[src/rtl/adpll_pkg.sv]
// Shared ADPLL definitions: phase detector state encoding, counter
// direction codes and the default error-word width.
package adpll_pkg;

    localparam int ERR_W_DEFAULT = 12;

    typedef enum logic [3:0] {
        IDLE     = 4'b0001,
        REF_LEAD = 4'b0010,
        GEN_LEAD = 4'b0100,
        REPORT   = 4'b1000
    } pd_state_e;

    typedef enum logic [1:0] {
        DISABLE    = 2'd0,
        COUNT_UP   = 2'd1,
        COUNT_DOWN = 2'd2
    } count_dir_e;

endpackage

[src/rtl/edge_detect.sv]
// Rising/falling edge detector for an already-synchronised level, using a
// one-flop history; reset loads the live level so no edge is seen after reset.
module edge_detect (
    input  logic clk,
    input  logic reset,
    input  logic level,
    output logic pos,
    output logic neg
);

    logic prev_r;

    // History flop; reset deliberately captures the current level.
    always_ff @(posedge clk) begin
        if (reset) begin
            prev_r <= level;
        end else begin
            prev_r <= level;
        end
    end

    assign pos = level & ~prev_r;
    assign neg = ~level & prev_r;

endmodule

[src/rtl/phase_error_detector.sv]
// Signed phase/frequency error measurement between reference and DCO edges.
// Optional lock detector enabled by defining PHASE_ERR_LOCK_DETECT_EN.
module phase_error_detector
    import adpll_pkg::*;
#(
    parameter int ERR_W    = ERR_W_DEFAULT,
    parameter int LOCK_TOL = 2,
    parameter int LOCK_CNT = 16
) (
    input  logic                    fpga_clk_i,
    input  logic                    reset_i,
    input  logic                    reference_synced_i,
    input  logic                    generated_synced_i,
    output logic signed [ERR_W-1:0] phase_err_o,
    output logic                    err_valid_o,
    output logic                    slip_o,
    output logic                    busy_o,
    output logic                    lock_o
);

    localparam logic signed [ERR_W-1:0] ERR_ZERO = {ERR_W{1'b0}};
    localparam logic signed [ERR_W-1:0] ERR_ONE  = {{(ERR_W-1){1'b0}}, 1'b1};
    localparam logic signed [ERR_W-1:0] ERR_MAX  = {1'b0, {(ERR_W-1){1'b1}}};
    localparam logic signed [ERR_W-1:0] ERR_MIN  = ERR_ZERO - ERR_MAX;

    function automatic logic signed [ERR_W-1:0] sat_step(
        input logic signed [ERR_W-1:0] value,
        input count_dir_e              dir
    );
        case (dir)
            COUNT_UP:   return (value == ERR_MAX) ? value : value + ERR_ONE;
            COUNT_DOWN: return (value == ERR_MIN) ? value : value - ERR_ONE;
            default:    return value;
        endcase
    endfunction

    logic ref_pos_s, ref_neg_s, gen_pos_s, gen_neg_s;
    pd_state_e state_r;
    logic signed [ERR_W-1:0] counter_r;
    logic signed [ERR_W-1:0] phase_err_r;
    logic err_valid_r, slip_r;
    logic rep_valid_s, rep_slip_s;
    logic signed [ERR_W-1:0] rep_err_s;

    edge_detect u_ref_edge (
        .clk   (fpga_clk_i),
        .reset (reset_i),
        .level (reference_synced_i),
        .pos   (ref_pos_s),
        .neg   (ref_neg_s)
    );

    edge_detect u_gen_edge (
        .clk   (fpga_clk_i),
        .reset (reset_i),
        .level (generated_synced_i),
        .pos   (gen_pos_s),
        .neg   (gen_neg_s)
    );

    // Decide whether this cycle closes a comparison and what it reports.
    always_comb begin
        rep_valid_s = 1'b0;
        rep_err_s   = ERR_ZERO;
        rep_slip_s  = 1'b0;
        case (state_r)
            IDLE, REPORT: begin
                if (ref_pos_s && gen_pos_s) begin
                    rep_valid_s = 1'b1;
                end else begin
                    rep_valid_s = 1'b0;
                end
            end
            REF_LEAD: begin
                if (gen_pos_s) begin
                    rep_valid_s = 1'b1;
                    rep_err_s   = counter_r;
                end else if (ref_neg_s) begin
                    rep_valid_s = 1'b1;
                    rep_err_s   = ERR_MAX;
                    rep_slip_s  = 1'b1;
                end else begin
                    rep_valid_s = 1'b0;
                end
            end
            GEN_LEAD: begin
                if (ref_pos_s) begin
                    rep_valid_s = 1'b1;
                    rep_err_s   = counter_r;
                end else if (gen_neg_s) begin
                    rep_valid_s = 1'b1;
                    rep_err_s   = ERR_MIN;
                    rep_slip_s  = 1'b1;
                end else begin
                    rep_valid_s = 1'b0;
                end
            end
            default: rep_valid_s = 1'b0;
        endcase
    end

    // Detector FSM with saturating lead/lag counter and registered report.
    // REPORT re-applies the IDLE rules so an edge seen during it starts a new run.
    always_ff @(posedge fpga_clk_i) begin
        if (reset_i) begin
            state_r     <= IDLE;
            counter_r   <= ERR_ZERO;
            phase_err_r <= ERR_ZERO;
            err_valid_r <= 1'b0;
            slip_r      <= 1'b0;
        end else begin
            err_valid_r <= rep_valid_s;
            if (rep_valid_s) begin
                phase_err_r <= rep_err_s;
                slip_r      <= rep_slip_s;
            end else begin
                phase_err_r <= phase_err_r;
                slip_r      <= slip_r;
            end
            case (state_r)
                IDLE, REPORT: begin
                    if (ref_pos_s && gen_pos_s) begin
                        state_r   <= REPORT;
                        counter_r <= ERR_ZERO;
                    end else if (ref_pos_s) begin
                        state_r   <= REF_LEAD;
                        counter_r <= ERR_ONE;
                    end else if (gen_pos_s) begin
                        state_r   <= GEN_LEAD;
                        counter_r <= ERR_ZERO - ERR_ONE;
                    end else begin
                        state_r   <= IDLE;
                        counter_r <= ERR_ZERO;
                    end
                end
                REF_LEAD: begin
                    if (rep_valid_s) begin
                        state_r   <= REPORT;
                        counter_r <= ERR_ZERO;
                    end else begin
                        state_r   <= REF_LEAD;
                        counter_r <= sat_step(counter_r, COUNT_UP);
                    end
                end
                GEN_LEAD: begin
                    if (rep_valid_s) begin
                        state_r   <= REPORT;
                        counter_r <= ERR_ZERO;
                    end else begin
                        state_r   <= GEN_LEAD;
                        counter_r <= sat_step(counter_r, COUNT_DOWN);
                    end
                end
                default: begin
                    state_r   <= IDLE;
                    counter_r <= ERR_ZERO;
                end
            endcase
        end
    end

    assign phase_err_o = phase_err_r;
    assign err_valid_o = err_valid_r;
    assign slip_o      = slip_r;
    assign busy_o      = (state_r == REF_LEAD) || (state_r == GEN_LEAD);

    if (LOCK_TOL < 0 || LOCK_CNT < 1) begin : g_bad_lock_params
        $error("phase_error_detector: LOCK_TOL must be >= 0 and LOCK_CNT >= 1");
    end

`ifdef PHASE_ERR_LOCK_DETECT_EN
    localparam int RUN_W = $clog2(LOCK_CNT + 1);
    localparam logic [RUN_W-1:0] RUN_MAX = RUN_W'(LOCK_CNT);
    localparam logic [RUN_W-1:0] RUN_ONE = {{(RUN_W-1){1'b0}}, 1'b1};
    localparam logic [ERR_W-1:0] TOL     = ERR_W'(LOCK_TOL);

    logic [RUN_W-1:0] run_r;
    logic             lock_r;
    logic [ERR_W-1:0] abs_err_s;

    assign abs_err_s = rep_err_s[ERR_W-1] ? ERR_ZERO - rep_err_s : rep_err_s;

    // Count consecutive in-tolerance reports; any other report breaks lock.
    always_ff @(posedge fpga_clk_i) begin
        if (reset_i) begin
            run_r  <= {RUN_W{1'b0}};
            lock_r <= 1'b0;
        end else if (rep_valid_s) begin
            if (!rep_slip_s && (abs_err_s <= TOL)) begin
                if (run_r != RUN_MAX) begin
                    run_r  <= run_r + RUN_ONE;
                    lock_r <= (run_r + RUN_ONE == RUN_MAX);
                end else begin
                    run_r  <= run_r;
                    lock_r <= 1'b1;
                end
            end else begin
                run_r  <= {RUN_W{1'b0}};
                lock_r <= 1'b0;
            end
        end else begin
            run_r  <= run_r;
            lock_r <= lock_r;
        end
    end

    assign lock_o = lock_r;
`else
    assign lock_o = 1'b0;
`endif

endmodule
[config.mk]
export PLATFORM = sky130hd
export DESIGN_NAME = phase_error_detector
export DESIGN_NICKNAME = d
export VERILOG_FILES = /design/src/rtl/adpll_pkg.sv /design/src/rtl/edge_detect.sv /design/src/rtl/phase_error_detector.sv
export SDC_FILE = /design/constraint.sdc
export NUM_CORES = 1
export LEC_CHECK = 0
export CORE_MARGIN = 2
export CORE_UTILIZATION = 50
export CTS_CLUSTER_SIZE = 16
export DETAILED_ROUTE_END_ITERATION = 16
export GPL_ROUTABILITY_DRIVEN = 0
export HOLD_SLACK_MARGIN = 0.12
export PLACE_DENSITY = 0.76
export SLEW_MARGIN = 5
export SYNTH_ARGS = -nofsm -noshare
export SYNTH_HDL_FRONTEND = slang
export SYNTH_SLANG_ARGS = --single-unit
[constraint.sdc]
create_clock -name fpga_clk_i -period 2.23 [get_ports fpga_clk_i]
set_clock_uncertainty 0.05 [all_clocks]
set_input_delay 0.446 -clock fpga_clk_i [delete_from_list [all_inputs] [get_ports fpga_clk_i]]
set_output_delay 0.446 -clock fpga_clk_i [all_outputs]
set_load 0.01 [all_outputs]
# == Yosys cells after proc, flatten, opt, wreduce, memory -nomap -nowiden ==
# Index checks and enable logic that the tools add are counted.
# classes
add_sub_neg,2
eq_ne,8
n_mux,28
bitwise,8
reduce_logical,4
# ops
operator,n
$mux 12,10
$pmux 12 s3,1
$eq 12x12->1 const B,2
$pmux 12 s2,1
$add 12x2->12 const B,1
$mux 4,3
$pmux 4 s3,1
$sub 12x2->12 const B,1
$mux 11,1
$mux 1,7
$mux 3,2
$ne 3x3->1 const B,2
$and 1x1->1,4
$eq 4x1->1 const B,1
$eq 4x2->1 const B,1
$eq 4x3->1 const B,1
$eq 4x4->1 const B,1
$not 1->1,4
$pmux 1 s3,1
$pmux 1 s2,1
$reduce_and 2->1,1
$reduce_or 2->1,1
$logic_and 1x1->1,1
$logic_or 1x1->1,1
# word_totals
reg_bits,32
inputBits,4
elab_cells,57

# == Depth between registers and ports, before layout ==
# depth
word_depth,7
ltp_mapped,8

# == Hierarchy ==
# Synthesis repeated with hierarchy kept, for this count alone.
# unflattened
cells_unflattened,224
area_unflattened_um2,1916.8
# modules_own_cells
module,instances,cells_per_inst,area_each_um2,seq_area_each_um2
phase_error_detector,1,218,1846.8,600.6
edge_detect,2,3,35.0,20.0

# == Worst setup path after synthesis ==
# OpenSTA, ideal clock, no wires.
# synth_timing
kind,register to register
start,register state_r[3]
end,register counter_r[11]
arrival_time_ps,2184
required_time_ps,2054
slack_ps,-130
path_stages_with_launch,8
n_path_buf,2
period_less_slack_ps,2360
path_cell_list,dfxtp_1 -> or4b_1 -> buf_2 -> or3_1 -> buf_6 -> or4_4 -> a21oi_2 -> a211oi_1
# synth_between
elab_chain_cells,5
elab_cells_between_ends,12
# synth_lines
element,line_no,rtl
"start, declared",phase_error_detector.sv:38,pd_state_e state_r;
"start signal, assigned",phase_error_detector.sv:106,state_r <= IDLE;
"start signal, assigned",phase_error_detector.sv:123,state_r <= REPORT;
"start signal, assigned",phase_error_detector.sv:126,state_r <= REF_LEAD;
$eq 4x1->1 / $eq 4x4->1 (equally long branches),"phase_error_detector.sv:66, phase_error_detector.sv:120",
$reduce_or 2->1,"phase_error_detector.sv:66, phase_error_detector.sv:120",
$pmux 1 s3,phase_error_detector.sv:66,case (state_r)
$mux 12 (tied with other cells),phase_error_detector.sv:146,if (rep_valid_s) begin
$pmux 12 s3 / $reduce_and 2->1 (equally long branches),n/a,
"end signal, assigned",phase_error_detector.sv:130,counter_r <= ERR_ZERO - ERR_ONE;
"end signal, assigned",phase_error_detector.sv:142,"counter_r <= sat_step(counter_r, COUNT_UP);"
"end signal, assigned",phase_error_detector.sv:151,"counter_r <= sat_step(counter_r, COUNT_DOWN);"
"end, declared",phase_error_detector.sv:39,logic signed [ERR_W-1:0] counter_r;
# Parallel ways exist; a longest one is shown, timed or not.
# A chain may end at the register's enable or synchronous reset.

# == Worst setup path in the final report ==
# layout_timing
start,register state_r[2]
end,register counter_r[11]
# The elaborated chain is that of the path after synthesis.

==> impl_metrics.csv <==
group,metric,value,unit
floorplan,coreArea,3633,µm²
critical_path,start_kind,"flop",
drt,num_vias,1855,
global_routing,grt_first_pass_wirelength,8542,µm
logic_synthesis,synth_warnings,0,
min_path,holdPathStages,2,
final_layout,nets,281,
logic_synthesis,synth.distinct_cells,54,
logic_synthesis,avgSynthCellArea,8.171,µm²
timing,setup_slack,0.06067,ns
floorplan,chipWidth,65.31,µm
floorplan,pin_count,20,
drt,postRouteAntennaNets,0,
pwr,powerDensity,628.3,nW/µm²
cts,cts_setup_buffers,0,
run,drv_cap,0,
logic_synthesis,synthArstFlopShare,0,
timing,period_needed,2.169,ns
cts,numCtsBuffers,5,
floorplan,row_count,22,
critical_path,required,2.35,ns
cts,cts.htree.levels,2,
cts,clock_path_buffers,2,
min_path,hp-start,"phase_err_o[4]$_SDFFE_PP0P_",
global_routing,overflow,0,
timing,setup_tns,0,ns
timing,whs,0.3995,ns
final_layout,fin_util,0.6711,
logic_synthesis,synth_area,1879,µm²
logic_synthesis,synth_enable_flop_cells,0,
pwr,irDropWorstVdd,0.2979,mV
logic_synthesis,ys_seq_elements,32,
place,dpl_worst_slack,-0.08687,ns
critical_path,r2r_end,"counter_r[11]$_SDFFE_PP0P_",
global_routing,grt_pass1_vias,1845,
critical_path,cp.arrival,2.29,ns
cts,clkLatencyLatePin,0.29,ns
critical_path,r2r_slack,0.06,ns
pwr,p_leak,0.9471,nW
critical_path,worstSetupPathType,"flop to flop",
drt,wl_per_cell,15.31,µm
final_layout,drive_gt1_frac,0.2177,
floorplan,die_h,65.31,µm
cts,cts.sinks,32,
logic_synthesis,synthesis.nets,241,
min_path,hold_class,"flop to flop",
final_layout,antenna_cells,0,
timing,finalCritPeriodShare,0.9728,
cts,path_clk_slew,0.07,ns
min_path,min_to,"phase_err_o[4]$_SDFFE_PP0P_",
critical_path,r2r-start,"state_r[2]$_SDFF_PP0_",
pwr,power,1.532,mW
drt,drt_iter0_markers,140,
logic_synthesis,seq_area_frac_synth,0.3409,
logic_synthesis,synth_ff_type,"dfxtp_1",
timing,slew_viol_final,0,
status,status,"finished, final reports clean",
global_routing,antenna_found_initial,0,
final_layout,areaGrowthSynthToFinish,29.76,%
cts,cts_tree,"done",
logic_synthesis,syn_inst,230,
drt,drcViolationCount,0,
place,io_buffer_count,18,
timing,finalHoldViolations,0,
drt,vias_per_cell,5.815,
critical_path,crit_fanout,4,
timing,fmax,461.0,MHz
drt,finalWirelength,4885,µm
drt,dr.pass1.iters,4,
timing,rsz0062_at_grt,"no",
floorplan,start_util,0.5172,
timing,setup_viol,0,
global_routing,grt_use_total,0.2620,
critical_path,crit_path_end_kind,"flop",
place,post-dp-hpwl,3622,µm
critical_path,reg2reg_depth,5,
global_routing,grt_max_degree,22,
cts,cts_root_buf,"clkbuf_8",
floorplan,dieArea,4265,µm²
## registers in the layout, indices dropped and copies added (netlist names)
signal / cells
counter_r: 12
err_valid_o: 1
phase_err_o: 12
slip_o: 1
state_r: 4
u_gen_edge.prev_r: 1
u_ref_edge.prev_r: 1
## worst max-delay path: stages, from the launching register on
cell      delay [ns]
dfxtp_1         0.33
or4b_4          0.56
or3_1           0.46
or4_4           0.46
a21oi_2         0.14
a211oi_1        0.06
## how the worst max path moves through the flow
stage                                from                          to  slack (ns)  depth (start not counted)
floorplan           state_r[2]$_SDFF_PP0_  counter_r[11]$_SDFFE_PP0P_        0.01                          7
global placement       generated_synced_i  counter_r[11]$_SDFFE_PP0P_       -0.05                          7
detailed placement     generated_synced_i   counter_r[8]$_SDFFE_PP0P_       -0.09                          7
CTS                 state_r[2]$_SDFF_PP0_                      busy_o        0.03                          4
global route        state_r[2]$_SDFF_PP0_   counter_r[6]$_SDFFE_PP0P_       0.005                          7
finish              state_r[2]$_SDFF_PP0_  counter_r[11]$_SDFFE_PP0P_        0.06                          5
## report_power, final
part	internal [mW]	switching, mW	total, mW
registers	0.595	0.0382	0.633
logic	0.128	0.157	0.285
clock network	0.394	0.220	0.614
total	1.12	0.415	1.53
## cell type report
| class | count | area (µm²) |
|---|---|---|
| clock inverter | 1 | 30.03 |
| tap | 48 | 60.06 |
| inverter | 6 | 22.52 |
| fill | 309 | 1195 |
| timing repair buffer | 53 | 437.9 |
| clock buffer | 7 | 96.34 |
| sequential | 32 | 640.6 |
| multi-input combinational | 172 | 1151 |
## cells in the final DEF, fill, tap and decap left out, types with 4 or more instances in the layout
cell	synthesis	layout
buf_4	1	35
dfxtp_1	32	32
nand2_1	19	19
nor2_1	19	18
a21oi_1	17	17
clkdlybuf4s50_1	0	17
xor2_1	10	10
nand3_1	10	10
o21ai_0	9	9
nor3_1	8	8
ha_1	7	7
clkbuf_8	0	7
inv_1	6	6
nor4_1	5	5
a221oi_1	6	5
and3_1	4	4
o221ai_1	4	4
a211oi_1	5	4
## metrics by stage
stage | instance area, µm² | instances
6_report | 2439 | 319
5_1_grt | 2439 | 319
3_3_place_gp | 2300 | 311
4_1_cts | 2432 | 319
2_1_floorplan | 1886 | 230
3_5_place_dp | 2300 | 311
## logic make-up after synthesis
kind of cell / share of synthesized area
AOI/OAI and AO/OA: 0.2324
xor gates and xnor gates: 0.05593
adders and majority gates: 0.04660
buffers and inverters: 0.05859
DFF: 0.3409
muxes: 0.01065
other: 0.001995
and+or+nand+nor: 0.2530
## timing repair
action                                 in CTS  in global routing
endpoints found under the hold margin       0                  0
gates resized for setup                     3                  5
hold buffers                                0                  0
pin swaps                                   0                  1
setup endpoints to repair                   1                  9
## synthesized netlist by cell type (2+ instances only)
cell,n,area share
o21ai_0,9,0.024
nand2_1,19,0.038
clkbuf_1,17,0.034
or2_2,3,0.010
xor2_1,10,0.047
a21oi_1,17,0.045
a22o_1,2,0.0093
a221o_1,2,0.011
o221ai_1,4,0.019
ha_1,7,0.047
a211oi_1,5,0.020
nor3_1,8,0.021
or4_1,2,0.0080
nor2_1,19,0.038
a2bb2oi_1,2,0.0093
nor4_1,5,0.017
o211ai_1,2,0.0080
a221oi_1,6,0.028
dfxtp_1,32,0.34
and3_1,4,0.013
a31oi_1,2,0.0067
inv_1,6,0.012
o22ai_1,3,0.010
mux2i_1,2,0.011
nand3_1,10,0.027
xnor2_1,2,0.0093
nand2b_1,3,0.010
## per-layer routing
metal,global-route usage,part of all wire,up-vias
li1,-,-,929
met1,0.3466,0.47,856
met2,0.4171,0.45,65
met3,0.05137,0.061,5
met4,0.1094,0.013,0
met5,0,0,-
Note: power is estimated with default switching activity, not from simulation.
